`src/rtl/uart_tx_fifo.sv`:
```
// ---------------------------------------------------------------------------
// uart_tx_fifo
//   UART transmitter with an integrated TX FIFO. Frame format is chosen at
//   runtime (5-8 data bits, none/odd/even/mark parity, 1 or 2 stop bits) and
//   captured when a byte leaves the FIFO, so a reconfiguration never corrupts
//   a frame already on the wire. Bit timing comes from the shared baud clken.
//
//   Ports
//     clk, reset      system clock, asynchronous active-high reset
//     clken           baud tick, one cycle high per bit period
//     din, wr_en      byte to queue / push strobe
//     cfg_data_bits   0..3 -> 5..8 data bits
//     cfg_parity      0 none, 1 odd, 2 even, 3 mark
//     cfg_two_stop    1 = two stop bits
//     tx              serial output, idle high
//     tx_busy         FIFO non-empty or frame in progress
//     fifo_full       FIFO holds FIFO_DEPTH entries
//     fifo_empty      FIFO holds no entries
//     fifo_level      current occupancy
//     overflow        one-cycle pulse after a write was dropped (FIFO full)
// ---------------------------------------------------------------------------
module uart_tx_fifo #(
    parameter int FIFO_DEPTH = 8
) (
    input  logic                        clk,
    input  logic                        reset,
    input  logic                        clken,
    input  logic [7:0]                  din,
    input  logic                        wr_en,
    input  logic [1:0]                  cfg_data_bits,
    input  logic [1:0]                  cfg_parity,
    input  logic                        cfg_two_stop,
    output logic                        tx,
    output logic                        tx_busy,
    output logic                        fifo_full,
    output logic                        fifo_empty,
    output logic [$clog2(FIFO_DEPTH):0] fifo_level,
    output logic                        overflow
);

    localparam int          AW         = $clog2(FIFO_DEPTH);
    localparam logic [AW:0] FULL_LEVEL = (AW+1)'(FIFO_DEPTH);

    typedef enum logic [2:0] {
        S_IDLE, S_START, S_DATA, S_PARITY, S_STOP, S_STOP2
    } state_t;

    // Parity over the active data bits only; upper din bits are masked off.
    function automatic logic f_parity(input logic [7:0] data,
                                      input logic [1:0] nbits,
                                      input logic [1:0] mode);
        logic [7:0] mask;
        logic       x;
        mask = 8'hFF >> (2'd3 - nbits);
        x    = ^(data & mask);
        case (mode)
            2'd1:    return ~x;
            2'd2:    return x;
            default: return 1'b1;
        endcase
    endfunction

    // FIFO storage and control
    logic [7:0]    r_mem [FIFO_DEPTH];
    logic [AW-1:0] r_wr_ptr;
    logic [AW-1:0] r_rd_ptr;
    logic [AW:0]   r_level;
    logic          r_overflow;
    logic          w_push;
    logic          w_pop;

    // Frame FSM and per-frame latched configuration
    state_t        r_state,  w_state_nx;
    logic [7:0]    r_data,   w_data_nx;
    logic [2:0]    r_bitpos, w_bitpos_nx;
    logic [1:0]    r_dbits,  w_dbits_nx;
    logic [1:0]    r_par,    w_par_nx;
    logic          r_two,    w_two_nx;
    logic          r_tx,     w_tx_nx;

    assign fifo_full  = (r_level == FULL_LEVEL);
    assign fifo_empty = (r_level == '0);
    assign fifo_level = r_level;
    assign overflow   = r_overflow;
    assign tx         = r_tx;
    assign tx_busy    = (r_state != S_IDLE) || !fifo_empty;

    assign w_push = wr_en && !fifo_full;
    // The FSM pops whenever it is idle and data is waiting.
    assign w_pop  = (r_state == S_IDLE) && !fifo_empty;

    always_ff @(posedge clk) begin
        if (w_push) begin
            r_mem[r_wr_ptr] <= din;
        end
    end

    always_ff @(posedge clk or posedge reset) begin
        if (reset) begin
            r_wr_ptr   <= '0;
            r_rd_ptr   <= '0;
            r_level    <= '0;
            r_overflow <= 1'b0;
        end else begin
            if (w_push) begin
                r_wr_ptr <= r_wr_ptr + 1'b1;
            end
            if (w_pop) begin
                r_rd_ptr <= r_rd_ptr + 1'b1;
            end
            case ({w_push, w_pop})
                2'b10:   r_level <= r_level + 1'b1;
                2'b01:   r_level <= r_level - 1'b1;
                default: r_level <= r_level;
            endcase
            // Uses the pre-pop full flag: a pop in the same cycle does not
            // rescue the write.
            r_overflow <= wr_en && fifo_full;
        end
    end

    always_comb begin
        w_state_nx  = r_state;
        w_data_nx   = r_data;
        w_bitpos_nx = r_bitpos;
        w_dbits_nx  = r_dbits;
        w_par_nx    = r_par;
        w_two_nx    = r_two;
        w_tx_nx     = r_tx;
        case (r_state)
            S_IDLE: begin
                w_tx_nx = 1'b1;
                if (!fifo_empty) begin
                    w_data_nx   = r_mem[r_rd_ptr];
                    w_dbits_nx  = cfg_data_bits;
                    w_par_nx    = cfg_parity;
                    w_two_nx    = cfg_two_stop;
                    w_bitpos_nx = 3'd0;
                    w_state_nx  = S_START;
                end
            end
            S_START: begin
                if (clken) begin
                    w_tx_nx    = 1'b0;
                    w_state_nx = S_DATA;
                end
            end
            S_DATA: begin
                if (clken) begin
                    w_tx_nx = r_data[r_bitpos];
                    // Last data bit index is 4 + r_dbits, i.e. {1, r_dbits}.
                    if (r_bitpos == {1'b1, r_dbits}) begin
                        w_state_nx = (r_par != 2'd0) ? S_PARITY : S_STOP;
                    end else begin
                        w_bitpos_nx = r_bitpos + 3'd1;
                    end
                end
            end
            S_PARITY: begin
                if (clken) begin
                    w_tx_nx    = f_parity(r_data, r_dbits, r_par);
                    w_state_nx = S_STOP;
                end
            end
            S_STOP: begin
                if (clken) begin
                    w_tx_nx    = 1'b1;
                    w_state_nx = r_two ? S_STOP2 : S_IDLE;
                end
            end
            S_STOP2: begin
                if (clken) begin
                    w_tx_nx    = 1'b1;
                    w_state_nx = S_IDLE;
                end
            end
            default: begin
                w_tx_nx    = 1'b1;
                w_state_nx = S_IDLE;
            end
        endcase
    end

    always_ff @(posedge clk or posedge reset) begin
        if (reset) begin
            r_state  <= S_IDLE;
            r_tx     <= 1'b1;
            r_bitpos <= 3'd0;
        end else begin
            r_state  <= w_state_nx;
            r_tx     <= w_tx_nx;
            r_bitpos <= w_bitpos_nx;
        end
    end

    // Frame payload and format only matter once the FSM has left IDLE.
    always_ff @(posedge clk) begin
        r_data  <= w_data_nx;
        r_dbits <= w_dbits_nx;
        r_par   <= w_par_nx;
        r_two   <= w_two_nx;
    end

endmodule

```
`config.mk`:
```
export PLATFORM = sky130hd
export DESIGN_NAME = uart_tx_fifo
export DESIGN_NICKNAME = d
export VERILOG_FILES = /design/src/rtl/uart_tx_fifo.sv
export SDC_FILE = /design/constraint.sdc
export NUM_CORES = 1
export LEC_CHECK = 0
export CAP_MARGIN = 20
export CORE_MARGIN = 10
export CORE_UTILIZATION = 50
export CTS_BUF_LIST = sky130_fd_sc_hd__clkbuf_8
export DETAILED_ROUTE_END_ITERATION = 7
export GPL_TIMING_DRIVEN = 0
export PLACE_DENSITY = 0.69
export RECOVER_POWER = 100
export SLEW_MARGIN = 30
export SYNTH_ARGS = -nofsm -noshare
export SYNTH_HDL_FRONTEND = slang
export SYNTH_SLANG_ARGS = --single-unit
```
`constraint.sdc`:
```
create_clock -name clk -period 5.66 [get_ports clk]
set_input_delay 1.415 -clock clk [delete_from_list [all_inputs] [get_ports clk]]
set_output_delay 1.415 -clock clk [all_outputs]
set_load 0.02 [all_outputs]
```
==> results.txt, run 1 <==
The biggest area contributor in the post-synthesis netlist is sky130_fd_sc_hd__edfxtp_1. For the worst-skew pair, the clock arrives at the later sink with an insertion delay of 0.36 ns. The clock skew after layout is 0.00922 ns. The wire length the detailed router placed on met1 came out at 3.25 mm. The max-slew violation total from the final report was 0.

Detailed routing placed a total of 175 µm of wire on met3. The DRC violation count after routing came out at 0. The share of total power dissipated in the clock network is 0.174. For the final routed database, the setup TNS stands at 0 ns. The mean routed wirelength per cell is 18.5 µm. The critical path goes through clkbuf_1, nor4_1, dlygate4sd3_1. The proportion of total power due to net switching is 0.347. The largest fanout of any net on the critical path is 8. The switching power came out at 0.858 mW. The maximum clock path buffer count came out at 2. The fraction of layout instances using a drive strength above 1 is 0.165.

The power consumption is 2.47 mW. The worst-case vdd ir drop is 209 µV. The worst setup path is of the flip-flop to primary output kind.

The number of register bits inferred by synthesis is 95. The worst pin sits at a relative slew slack of 0.0651. The cell area after synthesis came out at 0.00413 mm². The first-pass GRT wire length came out at 11.9 mm. The fraction of registers with async set/reset is 0.189. The total global routing overflow is 0. The final design utilization is 0.576.

The length of routed met2 wiring came out at 3.70 mm. The flow ran to the end, and the final reports show no timing, DRC or antenna violations. The combinational power share is 0.388.

The final hold slack is 0.557 ns. The number of failing setup endpoints in the final timing report came out at 0. The detailed router used layers up to and including met4. The final HPWL from detailed placement came out at 4.85 mm. For this configuration, the core starts out at a cell density of 0.508. The floorplan row count came out at 33. The die outline width is 111 µm.

The area enclosed by the die boundary came out at 0.0123 mm². The sort of element at the end of the critical path is a primary output. The slowest stage of the critical path belongs to the cell sky130_fd_sc_hd__dlygate4sd3_1.

The first-pass iteration count of the detailed router is 4. The sequential group share of total power is 0.438. The share of synthesized area in the top cell type comes to 0.559.

The post-synthesis to final-layout area growth came out at 13.3%. The via density per instance came out at 5.50. For this run, the slowest stage of the critical path takes 0.78 ns.

The initial antenna violation count is 0. The clock sink count is 95. The startpoint identified for the worst hold timing path is fifo_level[3]. The startpoint identified for the worst register-to-register timing path is fifo_level[1]. The via total after detailed routing is 2141. The total of cells resized after clock tree synthesis came out at 0.

The critical path starts at fifo_level[1]. 0 antenna diodes ended up in the layout. The number of standard cells in the layout, taps in and fillers out came out at 389. The boundary pin count came out at 26. The top achievable clock speed came out at 0.259 GHz. The area of placed instances came out at 0.00455 mm². At the placement stage, the worst setup path has a slack of 2.06 ns. When the netlist entered floorplanning its net count stood at 267. STA classifies the critical path startpoint as a flip-flop. The die outline height came out at 111 µm. Across every metal layer, demand over resource in global routing totals 0.121. At the end of the flow, the number of nets in the layout was 305. The first routing iteration left 112 violations.

The number of enable-type register cells in the synthesized netlist came out at 77. The share of the Yosys chip area taken by registers is 0.669. The internal portion of the total power is 1.62 mW. The total power density per cell area came out at 528 mW/mm². Setup repair after global routing left no endpoint under its margin. In the synthesized netlist the dominant register cell turns out to be sky130_fd_sc_hd__edfxtp_1. Summed over all cells, the static leakage comes to 1.65 nW.

The slew at the pin closest to its max-slew limit is 1.39 ns. The number of standard cells after synthesis came out at 241. The pin count of the biggest net entering global routing came out at 21.

After synthesis, the mean cell area works out to 17.2 µm². During placement, the flow inserted port buffers numbering 25. The count of hold-fix buffers inserted at cts is 0. Counting tap cells, the placed design contains a total of 372 instances. The clock slew at the register clock pins of the worst setup and hold paths came out at 0.10 ns.

After synthesis, the cell types taking the most area are sky130_fd_sc_hd__edfxtp_1, sky130_fd_sc_hd__dfrtp_1, sky130_fd_sc_hd__mux4_2. Setup slack closes at 1.81 ns. The total setup buffers inserted after CTS is 0. The Yosys step of the flow raised 0 warnings. The number of global-route vias before repair came out at 2242. Clock tree synthesis inserted a total of 9 buffers. The routability-driven placement congestion ratio came out at 0.739.

The residual antenna-violating net count after detailed routing is 0. The number of max-cap violations came out at 0. The final hold violation count is 0. The portion of the clock cycle consumed by the worst path in the final layout came out at 0.681. The root buffer selected by CTS is sky130_fd_sc_hd__clkbuf_8. The distinct cell type count of the synthesized netlist is 51. After routing the design area is 0.00468 mm². The clock tree synthesis step divided the H-tree into 3 levels. Data arrives at the worst endpoint at 2.44 ns. The placeable core area came out at 0.00813 mm². The total wirelength of the detailed-routed design came out at 7.21 mm. The path class of the tightest hold or removal check is flip-flop to flip-flop. The final critical-path required period came out at 3.85 ns.

The CTS tree is built. The required time of the worst setup path is 4.24 ns.
[critical path: cells and delay by family (launching register included)]
family	cells	cell delay, ns
flip-flops	1	0.39
buffers and inverters	2	0.97
AND/OR/NAND/NOR	1	0.73
[Yosys cell counts (2+ instances only)]
master and count:
sky130_fd_sc_hd__a21oi_1 3, sky130_fd_sc_hd__and3b_1 2, sky130_fd_sc_hd__buf_1 2, sky130_fd_sc_hd__buf_2 3
sky130_fd_sc_hd__clkbuf_1 2, sky130_fd_sc_hd__dfrtp_1 17, sky130_fd_sc_hd__edfxtp_1 77, sky130_fd_sc_hd__ha_1 9
sky130_fd_sc_hd__inv_1 7, sky130_fd_sc_hd__mux2_1 4, sky130_fd_sc_hd__mux2_2 9, sky130_fd_sc_hd__mux4_1 2
sky130_fd_sc_hd__mux4_2 16, sky130_fd_sc_hd__nand2_1 9, sky130_fd_sc_hd__nand2b_1 2, sky130_fd_sc_hd__nand3_1 5
sky130_fd_sc_hd__nand3b_1 2, sky130_fd_sc_hd__nor2_1 8, sky130_fd_sc_hd__nor3_1 7, sky130_fd_sc_hd__nor3b_1 2
sky130_fd_sc_hd__o21ai_0 6, sky130_fd_sc_hd__o21ai_1 4, sky130_fd_sc_hd__xnor2_1 9, sky130_fd_sc_hd__xor2_1 7
[cell families after synthesis]
| group | count (synthesis) | share of synthesized area |
|---|---|---|
| and+or+nand+nor | 49 | 0.0726 |
| adders and majority gates | 9 | 0.0272 |
| xor gates and xnor gates | 17 | 0.0393 |
| buffers and inverters | 16 | 0.0176 |
| DFF | 95 | 0.669 |
| AOI/OAI and AO/OA | 24 | 0.0393 |
| muxes | 31 | 0.135 |
[registers in the layout, indices dropped and copies added, names as in the netlist, 2 cells and up]
register / count
r_dbits: 2
r_bitpos: 3
r_data: 8
r_state: 3
r_wr_ptr: 3
r_mem: 64
r_rd_ptr: 3
fifo_level: 4
r_par: 2
[metal layers]
metal / vias up / track usage
li1: 1014 / -
met1: 1081 / 0.148
met2: 36 / 0.207
met3: 10 / 0.0244
met4: 0 / 0.0408
met5: - / 0
[area by class of cell]
| class | count | area, µm² |
|---|---|---|
| Buffer | 9 | 43.8 |
| Clock inverter | 7 | 73.8 |
| Sequential cell | 95 | 2760 |
| Timing Repair Buffer | 27 | 258 |
| Inverter | 7 | 26.3 |
| Fill cell | 625 | 3450 |
| Clock buffer | 9 | 124 |
| Multi-Input combinational cell | 130 | 1260 |
| Tap cell | 105 | 131 |
[power groups by stage]
stage	Combinational, mW	Clock [mW]	Sequential (mW)
floorplan	0.751	0	1.10
global placement	0.994	0	1.10
detailed placement	1.02	0	1.11
CTS	1.03	0.441	1.10
global route	1.06	0.471	1.11
finish	0.961	0.431	1.08
[worst paths after layout]
kind / cells after the start / end / slack, ns
min in group asynchronous: 2 / r_state[1] / 1.60
hold reg to reg: 1 / fifo_level[3] / 0.56
setup reg to reg: 10 / fifo_level[3] / 2.07
max in group asynchronous: 2 / r_bitpos[2] / 3.62
hold / removal: 1 / fifo_level[3] / 0.56
setup / recovery: 3 / fifo_empty / 1.81
[cell usage in the layout (no fill, tap or decap), drive strengths merged, types with 2 or more instances in the layout]
master       instances
nand3b               2
clkinv               4
nor4                 2
clkbuf              16
or2                  2
dlygate4sd3         25
nand2b               2
nand3                5
buf                  4
nor3                 9
mux4                18
inv                 10
xor2                 7
nor2                 8
a21oi                3
dfrtp               17
and3                 2
nor3b                2
edfxtp              77
ha                   9
o21ai               10
and3b                2
xnor2                9
mux2                13
nand2               10
Power figures use the tool's default switching activity.
==> inputs of run 2 (changes only) <==
- PLACE_DENSITY: 0.69 -> 0.72
- clock period: 5.66 -> 3.1 ns (I/O delays scaled with it)
==> run 2 against run 1 <==
Effect of this change:
- non-clock buffer count grew 1
- first-iteration DRC count grew 13%
- worst setup slack lost 1.6 ns
- die area is the same
- clock skew shrank 0.00095 ns
- hold slack gained 0.037 ns
- utilization grew 0.63 points
- sequential cell count is the same
- critical endpoint unchanged
- highest routed layer unchanged
==> results.txt, run 2 (synthesized netlist as in run 1, its figures left out) <==
The worst setup path is of the flip-flop to primary output kind. The sequential group share of total power came to 0.431 (-0.007). The number of max-cap violations came out at 0 (unchanged). The boundary pin count is 26 (unchanged). The area enclosed by the die boundary is 0.0123 mm² (unchanged). The antenna diode count is 0 (unchanged). The worst-skew pair later-pin latency came out at 0.36 ns (about the same). The internal power contribution was 2.98 mW (+84%). The register with the most flip-flops in the final layout is r_mem. The final HPWL from detailed placement is 4.90 mm (+0.91%). The number of buffers inserted during clock tree synthesis came out at 9 (unchanged). The via total after detailed routing is 2144 (+0.14%). Of the available clock period, the critical path in the final layout requires 0.926.

The DRC violation count after routing is 0 (unchanged). The clock sink count is 95 (unchanged). The overall global routing resource usage came out at 0.121 (+0.000632).

The final critical-path setup slack is 0.229 ns (-1.58 ns). The leakage power is 1.66 nW (+0.88%). The floorplan row count came out at 33 (unchanged). The starting density of the core came to 0.508 (unchanged). The signal on the critical path passes through buf_2, nor4_4, dlygate4sd3_1. STA classifies the critical path endpoint as a primary output. The max-slew violation total from the final report is 0 (unchanged).

The residual antenna-violating net count after detailed routing is 0 (unchanged). The pin count of the biggest net entering global routing is 21 (unchanged). The via density per instance is 5.50 (-0.12%).

The violation count after the first detailed-route iteration came out at 126 (+13%). The mean routed wirelength per cell is 18.5 µm (about the same). The clock skew after layout is 0.00827 ns (-0.000946 ns). After layout, the minimum clock period comes to 2.87 ns. The final design utilization came out at 0.582 (+0.00631). The worst slack after detailed placement came to 0.154 ns (-1.91 ns). The post-synthesis to final-layout area growth is 14.5%. The number of global-route vias before repair came to 2329 (+3.9%). The library cell used most frequently in the layout, excluding fill and tap cells, is sky130_fd_sc_hd__edfxtp_1. The count of port buffers added during placement came out at 25 (unchanged). The kind of path behind the tightest hold check is flip-flop to flip-flop. TritonCTS built the clock tree.

The clock slew at the register clock pins of the worst setup and hold paths came to 0.10 ns (about the same). The number of nets in the layout is 306 (+0.33%). The fraction of layout instances using a drive strength above 1 came out at 0.182 (+0.0170). The flow ran to the end, and the final reports show no timing, DRC or antenna violations. The proportion of total power due to net switching came out at 0.354 (+0.00744). The first-pass iteration count of the detailed router is 4 (unchanged). The flip-flop count of the largest register after layout is 64 (unchanged). The total setup buffers inserted after CTS was 0 (unchanged). The count of hold-fix buffers inserted at cts came out at 0 (unchanged).

The master of the slowest instance on the critical path is sky130_fd_sc_hd__dlygate4sd3_1. The largest fanout of any net on the critical path came out at 8 (unchanged). STA classifies the critical path startpoint as a flip-flop. The initial antenna violation count is 0 (unchanged). The post-route setup TNS was 0 ns (unchanged).

Based on the critical path, the design can be clocked at up to 0.348 GHz. The clock share of power came to 0.176 (+0.002). The die outline width came out at 111 µm (unchanged). The worst setup slack for register-to-register paths is 0.57 ns (-1.50 ns). The worst-case vdd ir drop is 487 µV (+130%). The required time of the worst setup path is 2.32 ns (-1.92 ns). The maximum clock path buffer count came out at 2 (unchanged). The peak per-stage delay on the critical path came to 0.74 ns (-0.04 ns).

The total wirelength of the detailed-routed design came out at 7.23 mm (+0.26%). The total power density per cell area came out at 974 mW/mm² (+84%). The switching power is 1.63 mW (+90%). The slew at the pin closest to its max-slew limit is 1.45 ns (+0.0560 ns).

In the layout the commonest cells are sky130_fd_sc_hd__edfxtp_1, sky130_fd_sc_hd__dlygate4sd3_1, sky130_fd_sc_hd__dfrtp_1, sky130_fd_sc_hd__mux4_2. The final hold violation count is 0 (unchanged). The total of cells resized after clock tree synthesis is 0 (unchanged). The routability-driven placement congestion ratio is 0.768 (+3.9%). The number of failing setup endpoints in the final timing report came out at 0 (unchanged). Setup repair after global routing left no endpoint under its margin. The die outline height is 111 µm (unchanged). The total global routing overflow is 0 (unchanged). The combinational power share came out at 0.393 (+0.005).

The worst-case headroom to the max-slew limit was 0.0274 (-0.0377). The first-pass GRT wire length came to 12.0 mm (+1.3%). The CTS H-tree depth came out at 3 (unchanged). The root buffer selected by CTS is sky130_fd_sc_hd__clkbuf_8. The arrival time of the worst setup path is 2.10 ns (-0.34 ns). The placeable core area came out at 0.00813 mm² (unchanged).
run 2: power by group through the flow:
stage	clock (mW)	combinational, mW	sequential [mW]
2_1_floorplan	0	1.37	2.00
3_3_place_gp	0	1.81	2.00
3_5_place_dp	0	1.88	2.03
4_1_cts	0.829	1.89	2.00
5_1_grt	0.883	1.99	2.03
6_report	0.812	1.81	1.99
run 2: metrics by stage:
stage	total power, mW	hold WS [ns]	cell area (µm²)	cells
floorplan	3.37	0.525	4130	241
detailed placement	3.91	0.599	4550	373
finish	4.61	0.594	4730	390
global route	4.90	0.631	4730	390
CTS	4.72	0.617	4760	389
global placement	3.81	0.564	4520	371
run 2: cell type report:
class | count | area [µm²]
buffer | 9 | 45.0
clock buffer | 9 | 124
clock inverter | 7 | 86.3
fill | 616 | 3400
inverter | 7 | 26.3
multi-input combinational | 130 | 1300
sequential | 95 | 2760
tap | 105 | 131
timing repair buffer | 28 | 262
run 2: layer usage:
layer,global-route usage,up-vias,share of wire
met5,0,-,0
met4,0.0373,0,0.013
met3,0.0373,8,0.021
met2,0.202,24,0.53
met1,0.147,1094,0.44
li1,-,1018,-
run 2: critical path: cells and delay by family (launching register included):
kind | cells | cell delay [ns]
buffers and inverters | 2 | 0.91
flip-flops | 1 | 0.38
AND/OR/NAND/NOR | 1 | 0.45
run 2: final timing paths:
| kind | to | startpoint | cells after the start |
|---|---|---|---|
| setup / recovery | fifo_empty | fifo_level[1] | 3 |
| hold / removal | r_wr_ptr[0] | r_wr_ptr[0] | 1 |
| setup reg to reg | fifo_level[3] | fifo_level[1] | 10 |
| hold reg to reg | r_wr_ptr[0] | r_wr_ptr[0] | 1 |
| max in group asynchronous | fifo_level[1] | reset | 2 |
| min in group asynchronous | r_state[0] | reset | 2 |
==> inputs of run 3 (changes only) <==
- CORE_ASPECT_RATIO: default -> 0.8
==> run 3 against run 2 <==
Effect of this change:
- total power decreased by 1.8%
- wire length down 0.91%
- hold slack worse by 0.0034 ns
- die area up 0.18%
- utilization is 0.60 points higher
- first-iteration DRC count grew 20%
- register-to-register slack worse by 0.19 ns
- critical endpoint unchanged
==> results.txt, run 3 (synthesized netlist as in run 1, its figures left out) <==
The run finished with clean final reports. The top cell types in the final layout, fill and taps aside, are sky130_fd_sc_hd__edfxtp_1, sky130_fd_sc_hd__dlygate4sd3_1, sky130_fd_sc_hd__dfrtp_1, sky130_fd_sc_hd__mux4_2. The boundary pin count is 26 (unchanged). The post-route setup TNS is 0 ns (unchanged).

The post-synthesis to final-layout area growth came out at 13.6%. The number of cells traversed by the worst hold path was 1 (unchanged). The routability-driven placement congestion ratio came out at 0.778 (+1.2%). The final HPWL from detailed placement was 5.08 mm (+3.7%). The start point of the worst min-delay path is fifo_level[3]. The via density per instance came out at 5.48 (-0.37%). The arrival time of the worst setup path is 2.09 ns (about the same).

The mean routed wirelength per cell came out at 18.3 µm (-1.4%). The DRC violation count after routing is 0 (unchanged). STA classifies the critical path startpoint as a flip-flop. The power consumption is 4.53 mW (-1.8%). The CTS H-tree depth came out at 3 (unchanged). The worst-case reg-to-reg path depth came out at 9 (-1). The number of max-cap violations was 0 (unchanged).

The final hold violation count came out at 0 (unchanged). TritonCTS built the clock tree. The area of placed instances is 0.00455 mm² (about the same). The number of inserted filler cells in the final layout is 611 (-0.81%).

The starting density of the core is 0.518 (+0.00964). The die outline height is 101 µm (-8.7%). The worst-skew pair later-pin latency was 0.36 ns (about the same).

The number of failing setup endpoints in the final timing report is 0 (unchanged). The leakage power is 1.65 nW (-0.73%). The total of cells resized after clock tree synthesis was 0 (unchanged).

The portion of the clock cycle consumed by the worst path in the final layout came out at 0.923 (-0.00280). The hold-critical path endpoint is fifo_level[3]. The endpoint identified for the worst register-to-register timing path is fifo_level[2]. The worst setup path is captured at a primary output.

The setup path with the least slack is of type flip-flop to primary output. The number of standard cells in the layout, taps in and fillers out came out at 392 (+0.51%). The die outline width is 122 µm (+9.7%). The count of hold-fix buffers inserted at cts is 0 (unchanged). The violation count after the first detailed-route iteration came out at 151 (+20%).

The total wirelength of the detailed-routed design came to 7.16 mm (-0.91%). The final hold slack is 0.590 ns (-0.00337 ns). The total setup buffers inserted after CTS is 0 (unchanged). The slew at the pin closest to its max-slew limit came to 1.37 ns (-0.0740 ns). The worst register-to-register path begins at r_state[2].

The floorplan row count is 29 (-12%). The pin count of the biggest net entering global routing is 21 (unchanged). The required time of the worst setup path is 2.32 ns (about the same). The number of buffers inserted during clock tree synthesis came out at 9 (unchanged). The footprint of the multi-input gates is 0.00127 mm² (-1.6%). The final design utilization came out at 0.588 (+0.00602). The final design area excluding fillers came out at 0.00469 mm² (-0.85%). The top achievable clock speed is 0.349 GHz (+0.30%). The number of global-route vias before repair came out at 2137 (-8.2%).

The total global routing overflow was 0 (unchanged). The residual antenna-violating net count after detailed routing came out at 0 (unchanged). The min-delay analysis places its worst path in the category flip-flop to flip-flop. The max-slew violation total from the final report came out at 0 (unchanged). The final critical-path setup slack was 0.238 ns (+0.00867 ns). The worst slack after detailed placement came to 0.188 ns (+0.0340 ns). The first-pass iteration count of the detailed router is 4 (unchanged).

The count of port buffers added during placement came to 25 (unchanged). The first-pass GRT wire length came out at 11.5 mm (-4.8%). The clock sink count is 95 (unchanged). The root buffer cell chosen for the clock tree is sky130_fd_sc_hd__clkbuf_8. The number of nets in the layout is 305 (-0.33%).

The initial antenna violation count is 0 (unchanged). The antenna diode count came out at 0 (unchanged). Leaving out fill and tap cells, the most frequent cell in the layout is sky130_fd_sc_hd__edfxtp_1. The overall global routing resource usage came out at 0.122 (+0.000828). The placeable core area was 0.00798 mm² (-1.9%). The clock slew at the register clock pins of the worst setup and hold paths is 0.09 ns (about the same).

Setup repair after global routing left no endpoint under its margin. The via total after detailed routing came to 2147 (+0.14%). The sequential cell area is 0.00276 mm² (unchanged). The area enclosed by the die boundary is 0.0123 mm² (+0.18%).

The register with the most flip-flops is r_mem. The final critical-path required period came out at 2.86 ns (-0.00867 ns). The worst-case headroom to the max-slew limit came to 0.0771 (+0.0497).

The worst setup slack for register-to-register paths came out at 0.38 ns (-0.19 ns). The fraction of layout instances using a drive strength above 1 is 0.169 (-0.0134). The cell count after placement is 375 (+0.54%).

The largest fanout of any net on the critical path is 8 (unchanged). The worst-case vdd ir drop is 540 µV (+11%). The clock skew after layout is 0.0150 ns (+0.00670 ns). The maximum clock path buffer count came out at 2 (unchanged).

The total power density per cell area is 964 mW/mm² (-0.97%). The flip-flop count of the largest register after layout is 64 (unchanged).
run 3: layout make-up:
type	instances	share of cell area
inverters	7	0.00560
clock inverters	7	0.0144
well taps	108	0.0288
clock buffers	9	0.0264
flip-flops and latches	95	0.589
repair buffers	27	0.0549
multi-input cells	130	0.272
plain buffers	9	0.00959
run 3: worst max-delay path, cell delays in order, from the launching register on:
cell and delay (ns):
sky130_fd_sc_hd__dfrtp_1 0.38, sky130_fd_sc_hd__buf_2 0.17, sky130_fd_sc_hd__nor4_4 0.44, sky130_fd_sc_hd__dlygate4sd3_1 0.74
run 3: report_power, final:
| part | leakage [nW] | switching (mW) | internal (mW) |
|---|---|---|---|
| registers | 0.924 | 0.214 | 1.77 |
| logic | 0.626 | 0.915 | 0.868 |
| clock network | 0.0984 | 0.448 | 0.309 |
run 3: metal layers:
layer,global-route usage,up-vias,part of all wire
met4,0.0357,0,0.0054
li1,-,1019,-
met2,0.202,39,0.50
met3,0.0311,5,0.043
met5,0,-,0
met1,0.156,1084,0.45
run 3: worst max path at each step:
| stage | startpoint | to | slack (ns) | cells after the start |
|---|---|---|---|---|
| after detailed placement | wr_en | fifo_level[2] | 0.19 | 9 |
| after global placement | wr_en | r_mem[0][1] | -0.28 | 3 |
| after global routing | r_state[2] | r_state[1] | 0.11 | 6 |
| after floorplan | fifo_level[1] | fifo_level[2] | 0.52 | 10 |
| after CTS | fifo_level[1] | fifo_empty | 0.18 | 3 |
| final | fifo_level[1] | fifo_empty | 0.24 | 3 |
